<file path="src/rtl/arith_seq_pkg.sv">
// arith_seq_pkg: shared state encoding and lane/diagonal slice offsets for the update sequencer
package arith_seq_pkg;
  typedef enum logic [1:0] {IDLE, SUB, ADD, DONE} state_t;
  function automatic int lane_off(input int word_w, input int l);
    return l * word_w;
  endfunction
  function automatic int diag_off(input int word_w, input int lanes, input int d, input int l);
    return (d * lanes + l) * word_w;
  endfunction
endpackage

</file>
<file path="src/rtl/arith_op_timer.sv">
// arith_op_timer: counts 0..ARITH_LAT for each issued arithmetic operation and flags its last cycle
module arith_op_timer #(
  parameter int ARITH_LAT = 0
) (
  input  logic clock,
  input  logic reset,
  input  logic clear,
  output logic last
);
  localparam int CW = $clog2(ARITH_LAT + 2);
  logic [CW-1:0] cnt;
  assign last = cnt == CW'(ARITH_LAT);
  always_ff @(posedge clock)
    if (reset || clear) cnt <= '0;
    else cnt <= last ? '0 : cnt + CW'(1);
endmodule

</file>
<file path="src/rtl/arith_update_sequencer.sv">
// arith_update_sequencer: sequences shared sub/add units to apply element deltas to every diagonal
module arith_update_sequencer
  import arith_seq_pkg::*;
#(
  parameter int WORD_W    = 24,
  parameter int LANES     = 2,
  parameter int NUM_DIAG  = 2,
  parameter int ARITH_LAT = 0
) (
  input  logic                             clock,
  input  logic                             reset,
  input  logic                             start,
  input  logic [LANES*WORD_W-1:0]          element,
  input  logic [LANES*WORD_W-1:0]          new_element,
  input  logic [NUM_DIAG*LANES*WORD_W-1:0] diag_in,
  output logic [WORD_W-1:0]                sub_a,
  output logic [WORD_W-1:0]                sub_b,
  input  logic [WORD_W-1:0]                sub_y,
  output logic [WORD_W-1:0]                add_a,
  output logic [WORD_W-1:0]                add_b,
  input  logic [WORD_W-1:0]                add_y,
  output logic [NUM_DIAG*LANES*WORD_W-1:0] new_diag,
  output logic [NUM_DIAG-1:0]              diag_done,
  output logic                             busy,
  output logic                             done
);
  localparam int EW = LANES * WORD_W;
  localparam int LW = LANES > 1 ? $clog2(LANES) : 1;
  localparam int DW = NUM_DIAG > 1 ? $clog2(NUM_DIAG) : 1;
  state_t state, state_n;
  logic [LW-1:0] lane;
  logic [DW-1:0] dix;
  logic [EW-1:0] elem_q, new_q, delta;
  logic [NUM_DIAG*EW-1:0] diag_q;
  logic last, lane_end, diag_end, same;
  assign same = element == new_element;
  assign lane_end = lane == '0;
  assign diag_end = dix == DW'(NUM_DIAG - 1);
  arith_op_timer #(.ARITH_LAT(ARITH_LAT)) u_timer (
    .clock(clock),
    .reset(reset),
    .clear(!busy),
    .last(last)
  );
  always_ff @(posedge clock) state <= reset ? IDLE : state_n;
  always_comb begin
    busy = state == SUB || state == ADD;
    done = state == DONE;
    state_n = state == IDLE ? (start ? (same ? DONE : SUB) : IDLE)
            : state == SUB ? (last && lane_end ? ADD : SUB)
            : state == ADD ? (last && lane_end && diag_end ? DONE : ADD)
            : IDLE;
    sub_a = state == SUB ? elem_q[lane_off(WORD_W, int'(lane)) +: WORD_W] : '0;
    sub_b = state == SUB ? new_q[lane_off(WORD_W, int'(lane)) +: WORD_W] : '0;
    add_a = state == ADD ? diag_q[diag_off(WORD_W, LANES, int'(dix), int'(lane)) +: WORD_W] : '0;
    add_b = state == ADD ? delta[lane_off(WORD_W, int'(lane)) +: WORD_W] : '0;
  end
  always_ff @(posedge clock)
    if (reset) begin
      lane      <= '0;
      dix       <= '0;
      elem_q    <= '0;
      new_q     <= '0;
      delta     <= '0;
      diag_q    <= '0;
      new_diag  <= '0;
      diag_done <= '0;
    end else begin
      if (state == IDLE && start) begin
        elem_q    <= element;
        new_q     <= new_element;
        diag_q    <= diag_in;
        lane      <= LW'(LANES - 1);
        dix       <= '0;
        diag_done <= same ? '1 : '0;
        if (same) new_diag <= diag_in;
      end
      if (busy && last) lane <= lane_end ? LW'(LANES - 1) : lane - LW'(1);
      if (state == SUB && last) delta[lane_off(WORD_W, int'(lane)) +: WORD_W] <= sub_y;
      if (state == ADD && last) begin
        new_diag[diag_off(WORD_W, LANES, int'(dix), int'(lane)) +: WORD_W] <= add_y;
        if (lane_end) begin
          diag_done[dix] <= 1'b1;
          dix <= diag_end ? '0 : dix + DW'(1);
        end
      end
    end
endmodule
</file>
<file path="config.mk">
export PLATFORM = sky130hd
export DESIGN_NAME = arith_update_sequencer
export DESIGN_NICKNAME = d
export VERILOG_FILES = /design/src/rtl/arith_seq_pkg.sv /design/src/rtl/arith_op_timer.sv /design/src/rtl/arith_update_sequencer.sv
export SDC_FILE = /design/constraint.sdc
export NUM_CORES = 1
export LEC_CHECK = 0
export CORE_ASPECT_RATIO = 0.5
export CORE_MARGIN = 2
export CORE_UTILIZATION = 50
export DETAILED_ROUTE_END_ITERATION = 7
export MAX_ROUTING_LAYER = met4
export PLACE_DENSITY = 0.89
export SYNTH_ARGS = -nofsm -noshare
export SYNTH_HDL_FRONTEND = slang
export SYNTH_SLANG_ARGS = --single-unit
</file>
<file path="constraint.sdc">
create_clock -name clock -period 5 [get_ports clock]
set_input_delay 1 -clock clock [delete_from_list [all_inputs] [get_ports clock]]
set_output_delay 1 -clock clock [all_outputs]
set_load 0.03 [all_outputs]
</file>
After elaboration in Yosys (flattened, before gate mapping). Cells that the tools add are included.

Latch bits: 0. Bits of input ports: 243. Register bits after elaboration: 343. Bits in read-only memories: 0. Word-level logic and storage cells: 79. RAM bits: 0. Memories kept: 0.

Multipliers: 2. Equality and inequality tests: 4. Multiplexer cells: 31. $lt $le $gt $ge: 2. Add/sub/neg operators: 6. Reductions and logical operators: 13. Shift operators: 8. Divide/modulo/power cells: 0. Bitwise gates (word level): 3.

Operator list (number): 96-bit two-way mux (4); 48-bit by 32-bit indexed part select with 24-bit output (3); 96-bit bitwise mux (1); 24-bit two-way mux (4); 24-bit by 33-bit variable shift with 96-bit output (first input constant) (1); 24-bit by 33-bit indexed part select with 96-bit output (1); 96-bit by 32-bit indexed part select with 24-bit output (1); 48-bit bitwise mux (1); 48-bit == test (1); 24-bit by 33-bit variable shift with 48-bit output (first input constant) (1); 24-bit by 33-bit indexed part select with 48-bit output (1); 6-bit negator with 33-bit output (1); 8-bit negator with 33-bit output (1); 2-bit two-way mux (11); 1-bit two-way mux (9); 1-bit logical AND (7); 3-bit by 2-bit multiplier with 5-bit output (second input constant) (1); 2-bit == test (second input constant) (2); 2-bit by 1-bit adder with 3-bit output (1); 1-bit by 2-bit multiplier with 3-bit output (second input constant) (1); 1-bit adder (second input constant) (2); 2-bit by 1-bit == test with 1-bit output (second input constant) (1); 2-bit zero test (1); 1-bit logical OR (2); 9 further kinds (10).

Longest topological paths before layout. Gate-level depths: netlist of the first run.

Depth in word-level cells: 7. Depth in mapped cells: 13. Depth with buffers taken out: 8.

Hierarchy. Synthesis of the first run repeated with hierarchy kept, for this count alone.

Cell total of the unflattened synthesis: 2120. Area total of the unflattened synthesis: 16669.7 µm².

By module, submodules not included: arith_update_sequencer (cells an instance 2117, instances 1, area an instance 16642.2 µm²); arith_op_timer (cells an instance 3, instances 1, area an instance 27.5 µm²).

Worst setup path before layout of the first run. No wires, ideal clock.

Path kind: reg-to-output. Start point: register lane. End point: output port add_b[0]. Cell stages (with the launch flop): 7. Arrival time: 2.192 ns. Slack: 1.808 ns. Path buffers: 4. Cells stage by stage: dfxtp_1 clkbuf_1 buf_1 clkbuf_1 buf_2 mux2i_1 nor2b_1.

Word-level cells in the longest chain between the ends: 3.

Ends and longest elaborated chain: from (decl) (RTL line arith_update_sequencer.sv:31) `logic [LW-1:0] lane;`; from (signal assigned) (RTL line arith_update_sequencer.sv:73) `lane <= LW'(LANES - 1);`; from (signal assigned) (RTL line arith_update_sequencer.sv:78) `if (busy && last) lane <= lane_end ? LW'(LANES - 1) : lane - LW'(1);`; 1-bit by 2-bit multiplier with 3-bit output (RTL line arith_seq_pkg.sv:5) `return l * word_w;`; 48-bit by 32-bit indexed part select with 24-bit output (RTL line arith_update_sequencer.sv:56) `add_b = state == ADD ? delta[lane_off(WORD_W, int'(lane)) +: WORD_W] : '0;`; 24-bit two-way mux (RTL line arith_update_sequencer.sv:56); to (decl) (RTL line arith_update_sequencer.sv:20) `output logic [WORD_W-1:0] add_b,`.

No other way between the ends.

Worst setup path in the final report of the first run.
Start point: register lane. End point: output port add_a[21].

Word-level cells in the longest chain between the ends: 4.

Ends and longest elaborated chain: 2-bit by 1-bit adder with 3-bit output (RTL line arith_seq_pkg.sv:8) `return (d * lanes + l) * word_w;`; 3-bit by 2-bit multiplier with 5-bit output (RTL line arith_seq_pkg.sv:8); 96-bit by 32-bit indexed part select with 24-bit output (RTL line arith_update_sequencer.sv:55) `add_a = state == ADD ? diag_q[diag_off(WORD_W, LANES, int'(dix), int'(lane)) +: WORD_W] : '0;`; 24-bit two-way mux (RTL line arith_update_sequencer.sv:55); to (decl) (RTL line arith_update_sequencer.sv:19) `output logic [WORD_W-1:0] add_a,`.

No other way between the ends.

==> results of run 1 <==
## flip-flops by register name (all words and copies together), names as in the netlist
register / count
delta: 48
diag_done: 2
diag_end: 1
diag_q: 96
elem_q: 48
lane: 1
new_diag: 96
new_q: 48
state: 2
u_timer.cnt: 1
## kinds of logic (layout without fill, tap and decap cells)
group / count (synthesis) / in the layout
XOR/XNOR: 45 / 45
AO/OA/AOI/OAI: 545 / 545
multiplexers: 119 / 119
flip-flops: 343 / 343
adder cells (fa/ha/maj): 9 / 9
other: 1 / 5
AND/OR/NAND/NOR: 953 / 953
buffers and inverters: 227 / 534
## final cells by class
cell class                      count  area [µm²]  share of cell area, %
Multi-Input combinational cell   1672        9400                   41.7
Sequential cell                   343        6870                   30.5
Timing Repair Buffer              471        4690                   20.8
Clock buffer                       43         881                   3.91
Tap cell                          441         552                   2.45
Clock inverter                     11         115                  0.511
Inverter                            9        33.8                  0.150
Antenna cell                        4        10.0                 0.0444
## per-layer routing
layer  global-route usage, %  wire [µm]  vias up
met5                       -          0        -
met2                    60.2      31800     1296
met3                    8.13       7380      375
met4                    23.8       5420        0
met1                    46.7      25700     8708
li1                        -          -     8341
## where the power goes
group / switching, W / total, W / internal (W)
logic: 0.000599 / 0.00101 / 0.000414
registers: 0.0000693 / 0.00291 / 0.00284
clock network: 0.00110 / 0.00243 / 0.00133
## worst max-delay path: stages (launching register included)
cell and delay [ns]:
dfxtp_4 0.62, buf_4 0.52, mux4_2 0.63, and2_1 0.18, clkdlybuf4s50_1 0.60
## worst min path at each step
| stage | end | start | depth (start not counted) | slack (ns) |
|---|---|---|---|---|
| floorplan | diag_q[48]$_SDFFE_PP0P_ | diag_q[48]$_SDFFE_PP0P_ | 2 | 0.43 |
| global placement | diag_q[88]$_SDFFE_PP0P_ | diag_q[88]$_SDFFE_PP0P_ | 2 | 0.44 |
| detailed placement | delta[12]$_SDFFE_PP0P_ | delta[12]$_SDFFE_PP0P_ | 2 | 0.45 |
| CTS | delta[12]$_SDFFE_PP0P_ | delta[12]$_SDFFE_PP0P_ | 2 | 0.46 |
| global route | diag_q[56]$_SDFFE_PP0P_ | diag_q[56]$_SDFFE_PP0P_ | 2 | 0.47 |
| finish | delta[12]$_SDFFE_PP0P_ | delta[12]$_SDFFE_PP0P_ | 2 | 0.45 |
## placed cells by master, fill, tap and decap left out, drive strengths merged, types with 2 or more instances in the layout
cell / synthesis / final
ha: 9 / 9
nand2: 572 / 572
nor3: 108 / 108
inv: 8 / 9
a22oi: 8 / 8
nor2: 88 / 88
and2: 28 / 28
o21ai: 2 / 2
a31oi: 8 / 8
clkinv: 1 / 8
buf: 25 / 34
and3: 2 / 2
clkdlybuf4s50: 0 / 437
clkbuf: 193 / 43
nand3: 5 / 5
nor2b: 76 / 76
mux4: 24 / 24
bufinv: 0 / 2
nand4: 58 / 58
a211oi: 40 / 40
nor4: 9 / 9
xor2: 43 / 43
nand2b: 4 / 4
xnor2: 2 / 2
dfxtp: 343 / 343
mux2i: 95 / 95
a21oi: 405 / 405
a221oi: 18 / 18
diode: 0 / 4
o41ai: 56 / 56
## through the flow
stage	total power, W	worst slack (ns)	cells	util [%]	area (µm²)
2_1_floorplan	0.00348	1.81	2242	-	17100
3_3_place_gp	0.00393	0.937	2936	64.5	21500
3_5_place_dp	0.00394	0.903	2936	64.5	21500
4_1_cts	0.00631	0.856	2990	67.5	22500
5_1_grt	0.00652	0.762	2994	67.5	22500
6_report	0.00635	0.857	2994	67.5	22500
==> out/metrics.cfg, run 1 <==
[detailed_routing]
drtIter0Drc = 3508
totalWireLength_mm = 70.4
wl_per_cell_um = 23.5
vias = 18700
viasPerCell = 6.25
drtPass1Iterations = 7
antenna_left = 0
drc = 0

[power]
vdd_ir_drop_max_v = 0.000270
powerDensity_mw_per_mm2 = 281
p_leak_nw = 7.69

[worst_setup_path]
setup.worst_path.start = lane$_SDFFE_PP0P_
rr_startpoint = lane$_SDFFE_PP0P_
cp-start-kind = register
r2r_cells = 8
crit_end = add_a[21]
r2r_end = new_diag[87]$_SDFF_PP0_
endpoint_kind = primary output
rrSetupSlack_ns = 1.44
critPathKind = reg -> out
cp_max_fo = 34
cp_data_required_time_ns = 4.00
cp.arrival_ns = 3.14

[synth]
async_flop_share_pct = 0
synth_compound_area_share_pct = 18.5
synthTopCellsByArea = dfxtp_1, nand2_1, a21oi_1
synthCells = 2242
synth_top_family_by_area = simple AND/OR/NAND/NOR gates
synth_cell_types = 44
yosysMostFrequentCell = nand2_1
yosysSeqAreaShare_pct = 40.1
synth_warnings = 0
muxShareOfSynthArea_pct = 8.71
synth_adder_area_share_pct = 0.658
syn_nets = 2494
ys_ff_latch = 343
synthFlopType = dfxtp_1
synth_top_area_share_pct = 40.1
yosys.area_share.simple_pct = 24.5
synth_edf_count = 0
syn-cell-area_mm2 = 0.0171
synth_area_per_cell_um2 = 7.63
yosysTopAreaCell = dfxtp_1
ys_top_cells_by_count = nand2_1, a21oi_1, dfxtp_1, clkbuf_1, nor3_1
synth-xor-area-share_pct = 2.30

[place]
dp_hpwl_mm = 49.7
port_buffers = 438
gp_congestion = 1.02

[status]
outcome = completed

[cells_and_area]
fin_nets = 2779
syn_to_final_growth_pct = 31.7
fillers = 2736
drive_gt1_share_pct = 4.51

[die]
std_cell_rows = 47
design.die.area_mm2 = 0.0358
die_x_um = 266
start_util_pct = 51.2
die_h_um = 135
core_area_mm2 = 0.0334
ios = 439

[timing]
finalSetupViolations = 0
maxSlewViolCount = 0
timing.setup.tns_ns = 0
whs_ns = 0.455
slew_headroom_pct = 19.4
rsz0062_at_grt = no
fin_crit_ns = 4.14
finalHoldViolCount = 0
tightest_slew_ns = 1.21
fin_skew_ns = 0.00882
max_freq_ghz = 0.241
fin_crit_sh_pct = 82.9

[cts]
cts-root-buf = clkbuf_16
numCtsBuffers = 30
cts_tree = yes
clock_path_buffers = 3
htreeDepth = 1
clk_latency_ns = 0.58
cts_hold_buffers = 0
clk_pin_slew_ns = 0.07
cts_resized = 0
post-cts-setup-buffers = 0
cts_num_sinks = 343

[global_routing]
grt_overflow = 0
antenna_found_initial = 4
grt_pass1_vias = 17300
grt_pass1_wl_mm = 104
grt_start_max_net_pins = 119
track_usage_pct = 38.8

[min_path]
hold_class = reg -> reg

[flow_run]
cap_violations = 0

(Power assumes the default switching activity.)
==> run 2, diff against run 1 <==
==> constraint.sdc (replaced) <==
create_clock -name clock -period 4.3 [get_ports clock]
set_input_delay 0.86 -clock clock [delete_from_list [all_inputs] [get_ports clock]]
set_output_delay 0.86 -clock clock [all_outputs]
set_load 0.03 [all_outputs]
==> run 2 against run 1 <==
Net effect: worst hold slack got worse by 0.00050 ns; via count up 0.26%; global-route usage decreased by 0.16 points; flip-flop and latch count is the same; sequential power rose by 16%; clock skew increased by 0.0012 ns; design area up 0.31%.
==> out/metrics.cfg, run 2 (synthesis gave the netlist of run 1 again) <==
[timing]
fin_ws_ns = 0.309
whs_ns = 0.454
maxSlewViolCount = 0
tightest_slew_ns = 1.18
timing.setup.tns_ns = 0
rsz0062_at_grt = no
max_freq_ghz = 0.251
finalHoldViolCount = 0
fin_crit_ns = 3.99
slew_headroom_pct = 20.9
fin_skew_ns = 0.0100
fin_crit_sh_pct = 92.8
finalSetupViolations = 0

[power]
seqPwrFrac_pct = 46.3
pwr-share-comb_pct = 16.6
power.internal_w = 0.00524
powerDensity_mw_per_mm2 = 322
vdd_ir_drop_max_v = 0.000249
pwr-share-clk_pct = 37.1
p_switching_w = 0.00204
switching_share_pct = 28.0
p_leak_nw = 7.73

[place]
place_ws_ns = 0.589
port_buffers = 438
gp_congestion = 1.02
dp_hpwl_mm = 50.2

[worst_setup_path]
setup.worst_path.start = lane$_SDFFE_PP0P_
cp-start-kind = register
endpoint_kind = primary output
critPathKind = reg -> out
rr_startpoint = diag_end$_SDFF_PP0_
cp_data_required_time_ns = 3.44
cp.arrival_ns = 3.13
cp_max_fo = 102

[cells_and_area]
drive_gt1_share_pct = 4.58
fillers = 2716
fin_nets = 2788
syn_to_final_growth_pct = 32.1
layout_commonest_cell = nand2_1
layout_common_cells = nand2_1, clkdlybuf4s50_1, a21oi_1, dfxtp_1, nor3_1
top_regs = diag_q: 96 flops, new_diag: 96 flops

[global_routing]
grt_overflow = 0
grt_start_max_net_pins = 197
antenna_found_initial = 7
grt_pass1_vias = 17200
grt_pass1_wl_mm = 103
track_usage_pct = 38.6

[detailed_routing]
drc = 0
antenna_left = 0
viasPerCell = 6.25
totalWireLength_mm = 70.5
drtIter0Drc = 2978
wl_per_cell_um = 23.5
vias = 18800
drtPass1Iterations = 6

[flow_run]
cap_violations = 0

[cts]
cts_num_sinks = 343
post-cts-setup-buffers = 0
clk_latency_ns = 0.58
clk_pin_slew_ns = 0.07
cts_resized = 0
clock_path_buffers = 3
numCtsBuffers = 31
cts-root-buf = clkbuf_16
cts_tree = yes
htreeDepth = 1
cts_hold_buffers = 0

[min_path]
hold_class = reg -> reg
hp-start = new_q[29]$_SDFFE_PP0P_

[die]
die_h_um = 135
design.die.area_mm2 = 0.0358
std_cell_rows = 47
core_area_mm2 = 0.0334
start_util_pct = 51.2
die_x_um = 266
ios = 439

[status]
outcome = completed

-- run 2: power groups by stage --
stage | Sequential (W) | Combinational (W) | Clock [W]
2_1_floorplan | 0.00342 | 0.000629 | 0
3_3_place_gp | 0.00343 | 0.00116 | 0
3_5_place_dp | 0.00344 | 0.00117 | 0
4_1_cts | 0.00337 | 0.00117 | 0.00271
5_1_grt | 0.00338 | 0.00127 | 0.00283
6_report | 0.00337 | 0.00121 | 0.00270
-- run 2: layout make-up --
cell class	count	area [µm²]	share of cell area (%)
multi-input cells	1672	9400	41.6
flip-flops and latches	343	6870	30.4
repair buffers	479	4810	21.3
clock buffers	44	865	3.82
well taps	441	552	2.44
clock inverters	7	70.1	0.310
inverters	9	33.8	0.149
diodes	7	17.5	0.0775
-- run 2: final timing paths --
path | depth (start not counted) | slack [ns] | endpoint
hold / removal | 2 | 0.45 | new_q[29]$_SDFFE_PP0P_
setup / recovery | 5 | 0.31 | sub_b[12]
setup reg to reg | 7 | 1.16 | new_diag[77]$_SDFF_PP0_
hold reg to reg | 2 | 0.45 | new_q[29]$_SDFFE_PP0P_
-- run 2: metal layers --
metal / global-route usage [%] / wire (µm) / vias to the layer above / share of wire, %
li1: - / - / 8375 / -
met1: 46.7 / 26100 / 8822 / 37
met2: 60.6 / 32000 / 1234 / 45
met3: 7.15 / 7070 / 338 / 10
met4: 23.5 / 5270 / 0 / 7.5
met5: - / 0 / - / 0
-- run 2: through the flow --
step | instances | instance area, µm² | util, % | total power (W)
floorplan | 2242 | 17100 | - | 0.00405
global placement | 2944 | 21700 | 64.9 | 0.00459
detailed placement | 2944 | 21700 | 64.9 | 0.00461
CTS | 2995 | 22600 | 67.7 | 0.00725
global route | 3002 | 22600 | 67.7 | 0.00748
finish | 3002 | 22600 | 67.7 | 0.00728
-- run 2: worst max-delay path: stages, from the launching register on --
cell and delay, ns:
dfxtp_4 0.36, buf_12 0.58, buf_4 0.52, mux2i_1 0.14, nor2b_1 0.23, clkdlybuf4s50_1 0.71
